<file path="src/rtl/conf_bus_arbiter_sched.sv">
// Round-robin arbiter sharing the CGRA configuration bus between the host loader (src0) and
// the context-reload engine (src1). Define CONF_IDLE_GAP_EN to insert one GAP cycle after every packet.
module conf_bus_arbiter_sched #(
  parameter int DATA_W       = 64,
  parameter int IDLE_TIMEOUT = 16,
  parameter int CNT_W        = 32
) (
  input  logic              clk,
  input  logic              rst,
  input  logic [DATA_W-1:0] s0_data,
  input  logic              s0_valid,
  input  logic              s0_last,
  output logic              s0_ready,
  input  logic [DATA_W-1:0] s1_data,
  input  logic              s1_valid,
  input  logic              s1_last,
  output logic              s1_ready,
  output logic [DATA_W-1:0] conf_bus_out,
  output logic              conf_bus_valid,
  output logic              pkt_done,
  output logic              pkt_abort,
  output logic              pkt_src,
  output logic              busy,
  output logic [CNT_W-1:0]  words_sent
);

  typedef enum logic [1:0] {IDLE, GRANT0, GRANT1, GAP} state_t;

`ifdef CONF_IDLE_GAP_EN
  localparam state_t PKT_END_STATE = GAP;
`else
  localparam state_t PKT_END_STATE = IDLE;
`endif

  localparam logic [7:0] TIMEOUT_LAST = 8'(IDLE_TIMEOUT - 1);

  state_t            state, state_next;
  logic              rr_last, rr_next;
  logic              src_reg, src_next;
  logic [7:0]        idle_cnt, idle_cnt_next;
  logic              abort_next;
  logic              accept;
  logic              sel_valid, sel_last;
  logic [DATA_W-1:0] sel_data;

  assign s0_ready = (state == GRANT0);
  assign s1_ready = (state == GRANT1);
  assign busy     = (state != IDLE);
  assign pkt_src  = src_reg;

  always_comb begin
    sel_valid = 1'b0;
    sel_last  = 1'b0;
    sel_data  = '0;
    if (state == GRANT0) begin
      sel_valid = s0_valid;
      sel_last  = s0_last;
      sel_data  = s0_data;
    end else if (state == GRANT1) begin
      sel_valid = s1_valid;
      sel_last  = s1_last;
      sel_data  = s1_data;
    end
  end

  assign accept = sel_valid;

  // rr_last holds the previous winner, so contention favours the other source.
  always_comb begin
    state_next    = state;
    rr_next       = rr_last;
    src_next      = src_reg;
    idle_cnt_next = idle_cnt;
    abort_next    = 1'b0;
    case (state)
      IDLE: begin
        idle_cnt_next = '0;
        if (s0_valid && (!s1_valid || rr_last)) begin
          state_next = GRANT0;
          src_next   = 1'b0;
        end else if (s1_valid) begin
          state_next = GRANT1;
          src_next   = 1'b1;
        end
      end
      GRANT0, GRANT1: begin
        if (accept) begin
          idle_cnt_next = '0;
          if (sel_last) begin
            state_next = PKT_END_STATE;
            rr_next    = (state == GRANT1);
          end
        end else if (idle_cnt == TIMEOUT_LAST) begin
          state_next    = IDLE;
          abort_next    = 1'b1;
          rr_next       = (state == GRANT1);
          idle_cnt_next = '0;
        end else begin
          idle_cnt_next = idle_cnt + 8'd1;
        end
      end
      GAP:     state_next = IDLE;
      default: state_next = IDLE;
    endcase
  end

  always_ff @(posedge clk) begin
    if (rst) begin
      state    <= IDLE;
      rr_last  <= 1'b1;
      src_reg  <= 1'b0;
      idle_cnt <= '0;
    end else begin
      state    <= state_next;
      rr_last  <= rr_next;
      src_reg  <= src_next;
      idle_cnt <= idle_cnt_next;
    end
  end

  // Bus outputs are registered; a cycle without an accepted word drives the no-op value 0.
  always_ff @(posedge clk) begin
    if (rst) begin
      conf_bus_out   <= '0;
      conf_bus_valid <= 1'b0;
      pkt_done       <= 1'b0;
      pkt_abort      <= 1'b0;
      words_sent     <= '0;
    end else begin
      conf_bus_out   <= accept ? sel_data : '0;
      conf_bus_valid <= accept;
      pkt_done       <= accept && sel_last;
      pkt_abort      <= abort_next;
      words_sent     <= words_sent + CNT_W'(accept);
    end
  end

endmodule

</file>
<file path="config.mk">
export PLATFORM = sky130hd
export DESIGN_NAME = conf_bus_arbiter_sched
export DESIGN_NICKNAME = d
export VERILOG_FILES = /design/src/rtl/conf_bus_arbiter_sched.sv
export SDC_FILE = /design/constraint.sdc
export NUM_CORES = 1
export LEC_CHECK = 0
export CAP_MARGIN = 20
export CELL_PAD_IN_SITES_DETAIL_PLACEMENT = 0
export CELL_PAD_IN_SITES_GLOBAL_PLACEMENT = 2
export CORE_ASPECT_RATIO = 0.5
export CORE_MARGIN = 2
export CORE_UTILIZATION = 23
export DETAILED_ROUTE_END_ITERATION = 7
export HOLD_SLACK_MARGIN = 0.06
export MAX_ROUTING_LAYER = met4
export PLACE_DENSITY_LB_ADDON = 0.1
export SETUP_SLACK_MARGIN = 0.4
export SLEW_MARGIN = 20
export SYNTH_ARGS = -nofsm -noshare
export SYNTH_HDL_FRONTEND = slang
export SYNTH_SLANG_ARGS = --single-unit
</file>
<file path="constraint.sdc">
create_clock -name clk -period 8.6 [get_ports clk]
set_input_delay 2.58 -clock clk [delete_from_list [all_inputs] [get_ports clk]]
set_output_delay 2.58 -clock clk [all_outputs]
set_load 0.1 [all_outputs]
</file>
==> impl_metrics.yaml <==
pwr:
  leakage_nw: 2.424
  swShare: 0.3860
  power_per_cell_area_mw_per_mm2: 203.1
  p_int_mw: 0.9110
  p_comb_frac: 0.360
  peakVddDrop_mv: 0.09884
  switching_power_mw: 0.5727
  power_frac_clock: 0.270
  seqPwrFrac: 0.369
clock_tree:
  cts-resized-gates: 0
  htreeDepth: 3
  cts_tree: "done"
  clk-insertion-delay-late_ns: 0.36
  cts_setup_buffers: 0
  cts.sink_count: 111
  cts_root_buf: "clkbuf_16"
  cts_buffers: 9
  clockBufferDepth: 2
  clkSlewWorstSetupHoldPaths_ns: 0.07
  hold_buffers: 0
setup_path:
  critPathSlowestCell: "clkdlybuf4s50_1"
  path_depth: 4
  crit_path_end_kind: "output port"
  path_cells: "inv_1 -> ha_2 -> buf_4 -> clkdlybuf4s50_1"
  crit_type: "reg2out"
  r2r_start: "state[1]"
  startpoint: "state[1]"
  worstPathBufferInverterCount: 3
  worst_path_largest_cell_delay_ns: 1.27
  crit_required_ns: 6.02
  path_max_fanout: 74
  crit_path_start_kind: "flop"
  reg2reg_to: "words_sent[16]"
  cp-endpoint: "s0_ready"
  critPathTopFamily: "buffers and inverters"
  r2r_cells: 11
  r2r_setup_slack_ns: 5.06
  cp.arrival_ns: 2.89
floorplan:
  die_area_mm2: 0.02049
  fp.dieH_um: 102.2
  fp-row-count: 35
  ios: 237
  core-area_mm2: 0.01866
  start_util: 0.2379
  die_w_um: 200.4
final_layout:
  area_growth_pct: 64.62
  fillers: 1925
  drive_gt1_frac: 0.04782
  instances_no_fill: 972
  final_nets: 849
logic_synthesis:
  mappedNetlistArea_mm2: 0.004438
  synth_top_area_frac: 0.5007
  synth_edf_count: 0
  seq_area_frac_synth: 0.5007
  ys_types: 42
  ys_seq_elements: 111
  synth.avg_cell_area_um2: 9.094
  synth_ff_type: "dfxtp_1"
  ys.warnings.count: 0
  syn-num-nets: 631
  netlist_instances: 488
  ys_top_cells_by_area: "dfxtp_1, a22oi_1, nor2_1, ha_1, or4_1"
  synthArstFlopShare: 0
  synth_top_area_cell: "dfxtp_1"
detailed_routing:
  vias: 4365
  routed_wl_um: 15440
  firstDrtPassIters: 4
  drt-initial-drc-count: 145
  routedWlPerCell_um: 15.88
  ant_nets: 0
  remaining_drc_errors: 0
  via_per_inst: 4.491
run_status:
  status: "finished clean"
timing:
  drv_slew: 0
  setup_viol: 0
  period_minus_slack_ns: 5.467
  tightest_slew_ns: 1.113
  max_slew_margin: 0.2558
  tns_ns: 0
  period_share: 0.6357
  hold_viol: 0
  fmaxAchievable_ghz: 0.1829
  fin_skew_ns: 0.007006
  rsz0062_at_grt: "false"
grt:
  grt_pass1_vias: 4245
  grt_max_degree: 75
  antenna_found_initial: 2
  grt_overflow: 0
  grt_util_all_layers: 0.1562
  grt_pass1_wl_um: 23650
min_path:
  holdCritPathClass: "reg2reg"
place:
  gp_congestion: 0.7391
  placedCellCount: 954
  portBuffers: 236
  dpl.hpwl_um: 11230
job:
  maxCapViolations: 0
[state kept, by name, indices dropped and copies added, names as in the netlist]
signal / flops
pkt_abort: 1
rr_last: 1
conf_bus_out: 64
pkt_done: 1
state: 2
pkt_src: 1
idle_cnt: 8
words_sent: 32
conf_bus_valid: 1
[metrics by stage]
stage          total power [mW]    util  setup slack (ns)  hold slack (ns)  instance area, um2
2_1_floorplan            0.9333       -             4.004           0.4579                4438
3_3_place_gp              1.103  0.3767             3.225           0.4789                7028
3_5_place_dp              1.102  0.3767             3.166           0.4788                7028
4_1_cts                   1.510  0.3913             3.080           0.4904                7301
5_1_grt                   1.563  0.3916             2.979           0.5152                7306
6_report                  1.484  0.3916             3.133           0.4878                7306
[worst register-to-register path, delay by kind of cell, from the launching register on]
family	cells	cell delay, ns
AO/OA/AOI/OAI	2	0.49
flip-flops	1	0.34
adder cells (fa/ha/maj)	3	0.55
AND/OR/NAND/NOR	3	1.23
buffers and inverters	3	0.87
[metal layers]
metal,part of all wire,vias to the layer above,GRT usage
met1,0.43,2030,0.1752
li1,-,2193,-
met5,0,-,-
met3,0.081,15,0.06601
met4,0.012,0,0.04103
met2,0.47,127,0.2596
[cells by family (layout without fill, tap and decap cells)]
group / after synthesis / in the layout / share of synthesized area
and+or+nand+nor: 194 / 194 / 0.2182
muxes: 8 / 8 / 0.01945
adders and majority gates: 9 / 9 / 0.02537
xor gates and xnor gates: 16 / 16 / 0.03157
buffers and inverters: 43 / 266 / 0.03806
other: 0 / 2 / 0
DFF: 111 / 111 / 0.5007
AOI/OAI and AO/OA: 107 / 107 / 0.1666
[power groups by stage]
stage                     combinational, mW  clock (mW)  sequential (mW)
after floorplan                       0.255           0            0.678
after global routing                  0.575       0.436            0.552
after detailed placement              0.542           0            0.560
after global placement                0.543           0            0.560
after CTS                             0.543       0.419            0.549
final                                 0.535       0.401            0.548
[cells in the mapped netlist (all sizes together) (3+ instances only)]
cell    instances
a21oi          19
a22oi          64
and4            3
buf             9
clkbuf         24
dfxtp         111
ha              9
inv            10
mux2            5
mux2i           3
nand2          22
nand2b          3
nand3          15
nand4           5
nand4b          3
nor2           85
nor2b           9
nor3           10
nor4            9
o21ai           7
o31ai          10
or3             7
or4            14
xnor2          10
xor2            6
[cell type report]
class,instances,area [um2],share of cell area
clock inverter,7,47.55,0.006508
clock buffer,9,225.2,0.03083
multi-input combinational,334,2057,0.2816
antenna,2,5.005,0.0006850
timing repair buffer,240,2387,0.3268
tap,259,324.1,0.04436
inverter,10,37.54,0.005138
sequential,111,2222,0.3042
[how the worst min path moves through the flow]
stage	startpoint	to	slack [ns]	cells after the start
2_1_floorplan	idle_cnt[1]	idle_cnt[1]	0.46	2
3_3_place_gp	idle_cnt[1]	idle_cnt[1]	0.48	2
6_report	idle_cnt[1]	idle_cnt[1]	0.49	2
3_5_place_dp	idle_cnt[1]	idle_cnt[1]	0.48	2
5_1_grt	idle_cnt[1]	idle_cnt[1]	0.52	2
4_1_cts	idle_cnt[1]	idle_cnt[1]	0.49	2
[layout by cell type, fill, tap and decap left out, types with 2 or more instances in the layout]
master / instances
clkdlybuf4s50_1: 235
dfxtp_1: 111
nor2_1: 85
a22oi_1: 64
nand2_1: 22
a21oi_1: 19
nand3_1: 15
or4_1: 14
inv_1: 10
nor3_1: 10
o31ai_1: 10
xnor2_1: 10
nor4_1: 9
clkbuf_16: 9
nor2b_1: 8
ha_1: 8
o21ai_0: 7
or3_1: 6
xor2_1: 6
mux2_2: 5
nand4_1: 4
buf_4: 4
nand2b_1: 3
nand4b_1: 3
mux2i_1: 3
clkinv_2: 3
diode_2: 2
or2_2: 2
and4_1: 2
and3_1: 2
a31oi_1: 2
clkinvlp_4: 2
inv_6: 2
No activity file was read; power rests on OpenSTA's default activity.
